## config.mk

```make
export PLATFORM = sky130hd
export DESIGN_NAME = beat_sequencer
export DESIGN_NICKNAME = d
export VERILOG_FILES = /design/src/rtl/beat_pkg.sv /design/src/rtl/beat_pattern_mem.sv /design/src/rtl/beat_sequencer.sv
export SDC_FILE = /design/constraint.sdc
export NUM_CORES = 1
export LEC_CHECK = 0
export BUFFER_PORTS_ARGS = -buffer_cell sky130_fd_sc_hd__buf_2
export CAP_MARGIN = 20
export CORE_UTILIZATION = 50
export DETAILED_ROUTE_END_ITERATION = 8
export PLACE_DENSITY = 0.68
export SLEW_MARGIN = 20
export SYNTH_ARGS = -nofsm -noshare
export SYNTH_HDL_FRONTEND = slang
export SYNTH_SLANG_ARGS = --single-unit
```

## constraint.sdc

```tcl
create_clock -name clk -period 2.79 [get_ports clk]
set_input_delay 0.279 -clock clk [delete_from_list [all_inputs] [get_ports clk]]
set_output_delay 0.279 -clock clk [all_outputs]
set_load 0.02 [all_outputs]
```

## src/rtl/beat_pkg.sv

```systemverilog
// beat_pkg: types and constants shared by the beat sequencer and its pattern
// memory.
//   TEMPO_W      width of a tempo-select code for the beat generator
//   BEATS_MAX_W  storage width of the per-entry beat count; the sequencer's
//                BEAT_W must not exceed it (narrower counts are zero-extended)
//   state_t      sequencer FSM states
//   beat_entry_t one pattern-table entry {tempo, beats}
package beat_pkg;

  localparam int TEMPO_W     = 3;
  localparam int BEATS_MAX_W = 16;

  typedef enum logic [1:0] {
    IDLE  = 2'd0,
    FETCH = 2'd1,
    RUN   = 2'd2,
    DONE  = 2'd3
  } state_t;

  typedef struct packed {
    logic [TEMPO_W-1:0]     tempo;
    logic [BEATS_MAX_W-1:0] beats;
  } beat_entry_t;

endpackage

```

## src/rtl/beat_pattern_mem.sv

```systemverilog
// beat_pattern_mem: DEPTH-entry pattern table for the beat sequencer.
// Synchronous write, combinational read, every entry cleared on reset.
// Ports:
//   clk, reset  clock and synchronous active-high reset
//   we          write strobe (already qualified by the caller)
//   waddr/wdata entry index and contents to store
//   raddr/rdata entry index to read and its current contents
module beat_pattern_mem
  import beat_pkg::*;
#(
  parameter int  DEPTH  = 8,
  localparam int ADDR_W = $clog2(DEPTH)
) (
  input  logic              clk,
  input  logic              reset,
  input  logic              we,
  input  logic [ADDR_W-1:0] waddr,
  input  beat_entry_t       wdata,
  input  logic [ADDR_W-1:0] raddr,
  output beat_entry_t       rdata
);

  beat_entry_t mem [DEPTH];

  always_ff @(posedge clk) begin
    if (reset) begin
      for (int i = 0; i < DEPTH; i++) begin
        mem[i] <= '0;
      end
    end else if (we) begin
      mem[waddr] <= wdata;
    end
  end

  // Read is combinational so a write landing on the start cycle is already
  // visible when the first FETCH indexes the table.
  assign rdata = mem[raddr];

endmodule

```

## src/rtl/beat_sequencer.sv

```systemverilog
// beat_sequencer: plays a programmable table of {tempo, beat count} steps into
// a beat generator. Each step selects a tempo on S, releases the generator
// reset, counts rising edges of the generator pulse and then advances to the
// next step, optionally looping back to step 0.
// Ports:
//   clk, reset            clock, synchronous active-high reset
//   cfg_we/addr/tempo/beats  pattern-entry write (accepted only while idle)
//   cfg_ack               registered one-cycle acknowledge of an accepted write
//   seq_len               steps to play, 1..DEPTH (latched on start)
//   loop                  restart at step 0 after the last step (latched)
//   start, stop           begin (idle only) / abort the sequence
//   beat_pulse            pulse output of the beat generator
//   S                     tempo select to the generator
//   gen_reset             reset to the generator (low only while running)
//   step                  current step index
//   busy                  sequence active (FETCH or RUN)
//   done                  one-cycle end-of-sequence strobe (non-loop only)
//   beat_tick             one-cycle strobe per counted beat, one cycle late
module beat_sequencer
  import beat_pkg::*;
#(
  parameter int  DEPTH  = 8,
  parameter int  BEAT_W = 8,
  localparam int ADDR_W = $clog2(DEPTH)
) (
  input  logic               clk,
  input  logic               reset,
  input  logic               cfg_we,
  input  logic [ADDR_W-1:0]  cfg_addr,
  input  logic [TEMPO_W-1:0] cfg_tempo,
  input  logic [BEAT_W-1:0]  cfg_beats,
  output logic               cfg_ack,
  input  logic [ADDR_W:0]    seq_len,
  input  logic               loop,
  input  logic               start,
  input  logic               stop,
  input  logic               beat_pulse,
  output logic [TEMPO_W-1:0] S,
  output logic               gen_reset,
  output logic [ADDR_W-1:0]  step,
  output logic               busy,
  output logic               done,
  output logic               beat_tick
);

  localparam logic [ADDR_W:0] DEPTH_L = (ADDR_W+1)'(DEPTH);

  // Down-counter decrement that holds at zero instead of wrapping.
  function automatic logic [BEAT_W-1:0] dec_sat(input logic [BEAT_W-1:0] v);
    return (v == '0) ? v : v - 1'b1;
  endfunction

  state_t             state, state_nx;
  logic [ADDR_W-1:0]  step_q, step_nx;
  logic [ADDR_W:0]    len_m1_q, len_m1_nx;
  logic               loop_q, loop_nx;
  logic [TEMPO_W-1:0] s_q, s_nx;
  logic [BEAT_W-1:0]  rem_q, rem_nx;
  logic               tick_q, tick_nx;
  logic               ack_q;
  logic               beat_pulse_p1;

  logic               mem_we;
  beat_entry_t        wr_entry;
  beat_entry_t        rd_entry;
  logic               beats_zero;
  logic               seq_ok;
  logic               edge_det;
  logic               last_step;
  state_t             end_state;
  logic [ADDR_W-1:0]  end_step;

  // ---------------------------------------------------------------------------
  // Pattern table: writes only while idle, read at the current step
  // ---------------------------------------------------------------------------
  assign mem_we         = cfg_we && (state == IDLE);
  assign wr_entry.tempo = cfg_tempo;
  assign wr_entry.beats = BEATS_MAX_W'(cfg_beats);

  beat_pattern_mem #(
    .DEPTH (DEPTH)
  ) u_mem (
    .clk   (clk),
    .reset (reset),
    .we    (mem_we),
    .waddr (cfg_addr),
    .wdata (wr_entry),
    .raddr (step_q),
    .rdata (rd_entry)
  );

  assign beats_zero = (rd_entry.beats == '0);
  assign seq_ok     = (seq_len != '0) && (seq_len <= DEPTH_L);

  // Only a low-to-high transition counts, so a wide generator pulse is one beat.
  assign edge_det   = beat_pulse & ~beat_pulse_p1;

  // Step-end rule, shared by a skipped step in FETCH and the final beat in RUN.
  assign last_step  = ({1'b0, step_q} >= len_m1_q);
  assign end_state  = (last_step && !loop_q) ? DONE : FETCH;
  always_comb begin
    end_step = step_q + 1'b1;
    if (last_step) begin
      end_step = loop_q ? '0 : step_q;
    end
  end

  // ---------------------------------------------------------------------------
  // Next-state logic
  // ---------------------------------------------------------------------------
  always_comb begin
    state_nx  = state;
    step_nx   = step_q;
    len_m1_nx = len_m1_q;
    loop_nx   = loop_q;
    s_nx      = s_q;
    rem_nx    = rem_q;
    tick_nx   = 1'b0;

    unique case (state)
      IDLE: begin
        if (start && seq_ok) begin
          state_nx  = FETCH;
          step_nx   = '0;
          len_m1_nx = seq_len - 1'b1;
          loop_nx   = loop;
        end
      end

      FETCH: begin
        if (stop) begin
          state_nx = IDLE;
        end else begin
          s_nx = rd_entry.tempo;
          if (beats_zero) begin
            // A zero-beat step costs just this FETCH cycle.
            state_nx = end_state;
            step_nx  = end_step;
          end else begin
            state_nx = RUN;
            rem_nx   = rd_entry.beats[BEAT_W-1:0];
          end
        end
      end

      RUN: begin
        // Stop wins over a beat edge in the same cycle: no tick, no advance.
        if (stop) begin
          state_nx = IDLE;
        end else if (edge_det) begin
          rem_nx  = dec_sat(rem_q);
          tick_nx = 1'b1;
          if (rem_q == BEAT_W'(1)) begin
            state_nx = end_state;
            step_nx  = end_step;
          end
        end
      end

      DONE: begin
        state_nx = IDLE;
      end

      default: begin
        state_nx = IDLE;
      end
    endcase

    // The generator always sees tempo 0 while the sequencer is idle.
    if (state_nx == IDLE) begin
      s_nx = '0;
    end
  end

  // ---------------------------------------------------------------------------
  // State registers
  // ---------------------------------------------------------------------------
  always_ff @(posedge clk) begin
    if (reset) begin
      state         <= IDLE;
      step_q        <= '0;
      len_m1_q      <= '0;
      loop_q        <= 1'b0;
      s_q           <= '0;
      rem_q         <= '0;
      tick_q        <= 1'b0;
      ack_q         <= 1'b0;
      beat_pulse_p1 <= 1'b0;
    end else begin
      state         <= state_nx;
      step_q        <= step_nx;
      len_m1_q      <= len_m1_nx;
      loop_q        <= loop_nx;
      s_q           <= s_nx;
      rem_q         <= rem_nx;
      tick_q        <= tick_nx;
      ack_q         <= mem_we;
      beat_pulse_p1 <= beat_pulse;
    end
  end

  // ---------------------------------------------------------------------------
  // Outputs
  // ---------------------------------------------------------------------------
  assign S         = s_q;
  assign step      = step_q;
  assign busy      = (state == FETCH) || (state == RUN);
  assign gen_reset = (state != RUN);
  assign done      = (state == DONE);
  assign beat_tick = tick_q;
  assign cfg_ack   = ack_q;

endmodule

```

==> run metrics <==
Post-synth EDFFs=88; hold depth=4; Warnings, synthesis=0; I/O Buffers=35; reg-to-reg critical path endpoint=rem_q[2]; Layout Skew=10.9 ps; syn nets=466; flops & latches, synth=115; pin count of the biggest net entering global routing=23; TNS Setup=0 ps; DR pass1 iterations=6; total track usage=0.238; most frequent cells in the layout=and2_1 (89), edfxtp_1 (88), buf_2 (35), dfxtp_1 (26), nor2_1 (26); Critical Path AT=3000 ps; CTS max path bufs=2; final WL=12200 µm; asr flop ratio synth=0; clock group share of total power=0.409; Worst Setup End Kind=flop; number of H-tree levels=4; IO Count=36; Critical Path Fanout Max=16; final hold vios=0; Hold Path Class=primary input to flop; post-CTS setup buffer count=0; Mapped Area=5530 µm²; first-pass GRT wire length=19400 µm; dpl hpwl=8030 µm; Worst Path Required=3180 ps; WS Path Type=flop to flop; Flop pwr share=0.444; core box area=10800 µm²; period utilisation layout=0.934; WHS=99.0 ps; ant diodes=0; fraction of layout cells with a size suffix above 1=0.234; fin crit period=2610 ps; Antenna Nets Post-Route=0; clk sinks=115; Die X=107 µm; RD Place Congestion=0.814; Initial Utilization=0.512; worst-margin pin slew=620 ps; die area=11500 µm²; aggregate global routing overflow=0; critical path, cell by cell=buf_12 > mux4_2 > mux2i_1 > nand4_4 > o311ai_4 > buf_4 > mux2i_1 > a31oi_1; Reg clk slew, reported paths=50 ps; Hold Path End=len_m1_q[0]; reg-to-reg slack, setup=180 ps; DRT iter0 DRCs=325; syn avg cell area=12.8 µm²; pwr dens=690 nW/µm²; Synth cell types=46; CTS tree=done; Die Ht=107 µm; vias in the first global route=3535; CP dominant cell by count=mux2i_1; drt wl/cell=19.0 µm; logic gate share of total power=0.147; Most used DFF post-synth=edfxtp_1; Max-Cap Viols=0; Setup crit start kind=flop; slowest stage delay, CP=520 ps; vias per cell=5.61; Final #Nets=524; Peak Freq=384 MHz; Mapped Cells=430; Peak VDD IR=0.524 mV; FP Rows=38; Slew headroom=0.583; worst-skew pair later-pin latency=530 ps; R2R depth=8; P&R area growth vs syn=17.6%; commonest non-fill, non-tap cell in the layout=and2_1; Psw=1.20 mW; unrepaired setup endpoints after global routing=no; post-route DRC violation count=0; Root Driver=clkbuf_8; Slew Viols, Final=0; via count=3591; status=finished clean; antenna violations before repair=0; critical path's slowest cell=mux4_2; Internal=3.28 mW; leakage power=2.47 nW; post-synthesis sequential area ratio=0.576; Switching Fraction=0.267; worst hold start=seq_len[0]; Final setup viols=0; cts bufs inserted=17
cell type report:
class | instances | area [µm²]
clock inverters | 14 | 90.1
fillers | 856 | 4300
clock buffers | 17 | 414
repair buffers | 60 | 395
well taps | 140 | 175
inverters | 16 | 60.1
multi-input cells | 278 | 2180
flip-flops and latches | 115 | 3180
through the flow:
| step | setup slack, ps | instance area (µm²) | utilization | instances | power, mW |
|---|---|---|---|---|---|
| after floorplan | 368 | 5530 | - | 430 | 2.46 |
| after global placement | 206 | 5960 | 0.552 | 606 | 2.66 |
| after detailed placement | 129 | 5960 | 0.552 | 606 | 2.68 |
| after CTS | 121 | 6500 | 0.602 | 640 | 4.52 |
| after global routing | 10.1 | 6500 | 0.602 | 640 | 4.67 |
| final | 183 | 6500 | 0.602 | 640 | 4.48 |
kinds of logic (layout without fill, tap and decap cells):
group	count (synthesis)	after routing	share of synthesized area
mux	39	39	0.123
xor+xnor	2	2	0.00317
buf+inv	37	107	0.0297
flops	115	115	0.576
simple gates	169	169	0.175
compound gates	57	57	0.0686
fa+ha+maj	11	11	0.0249
how the worst max path moves through the flow:
stage                  start  depth (start not counted)  slack [ps]               to
global placement        flop                          8         210         rem_q[6]
floorplan           state[0]                          6         370  u_mem.mem[2][0]
detailed placement      flop                          7         130         rem_q[6]
finish                  flop                          8         180         rem_q[2]
CTS                     flop                          6         120          step[1]
global route            flop                          7          10          step[1]
flip-flops by register name, indices dropped and copies added (netlist names), named ones only:
register       count
loop_q             1
u_mem.mem         88
len_m1_q           4
beat_pulse_p1      1
state              2
cfg_ack            1
rem_q              8
S                  3
beat_tick          1
step               3
synthesized netlist by cell type (3+ instances only):
cell      instances  area share
mux4_2           22       0.090
o22ai_1           3      0.0034
dfxtp_1          27       0.098
nor2_1           26       0.018
ha_1             11       0.025
and2_1           89        0.10
inv_1            16       0.011
mux2i_1          15       0.027
nor2b_1           5      0.0057
edfxtp_1         88        0.48
a21oi_1          18       0.016
or2_2             3      0.0034
buf_6             3      0.0061
o21ai_0          12       0.011
nor3_1           10      0.0091
nand3_1           7      0.0063
nand2b_1          6      0.0068
nand2_1          12      0.0082
clkbuf_1         14      0.0095
or3_1             3      0.0034
worst max-delay path: cells and delay by family (launching register included):
family | cells | cell delay (ps)
buffers and inverters | 2 | 430
AND/OR/NAND/NOR | 1 | 190
flip-flops | 1 | 350
AO/OA/AOI/OAI | 2 | 370
multiplexers | 3 | 1130
power by group through the flow:
stage / logic, mW / clock network (mW) / registers, mW
2_1_floorplan: 0.447 / 0 / 2.01
3_3_place_gp: 0.644 / 0 / 2.02
3_5_place_dp: 0.655 / 0 / 2.02
4_1_cts: 0.662 / 1.86 / 1.99
5_1_grt: 0.723 / 1.94 / 2.00
6_report: 0.660 / 1.83 / 1.99
routing by layer:
metal | global-route usage | up-vias | routed length, µm
li1 | - | 1687 | -
met1 | 0.294 | 1741 | 5070
met2 | 0.393 | 129 | 6020
met3 | 0.0657 | 34 | 733
met4 | 0.102 | 0 | 349
met5 | 0 | - | 0
what timing repair did:
| action | in CTS | in global routing |
|---|---|---|
| endpoints found under the hold margin | 3 | 0 |
| resized for setup | 0 | 1 |
| hold buffers | 3 | 0 |
| endpoints found under the setup margin | 0 | 10 |
Power figures use the tool's default switching activity.
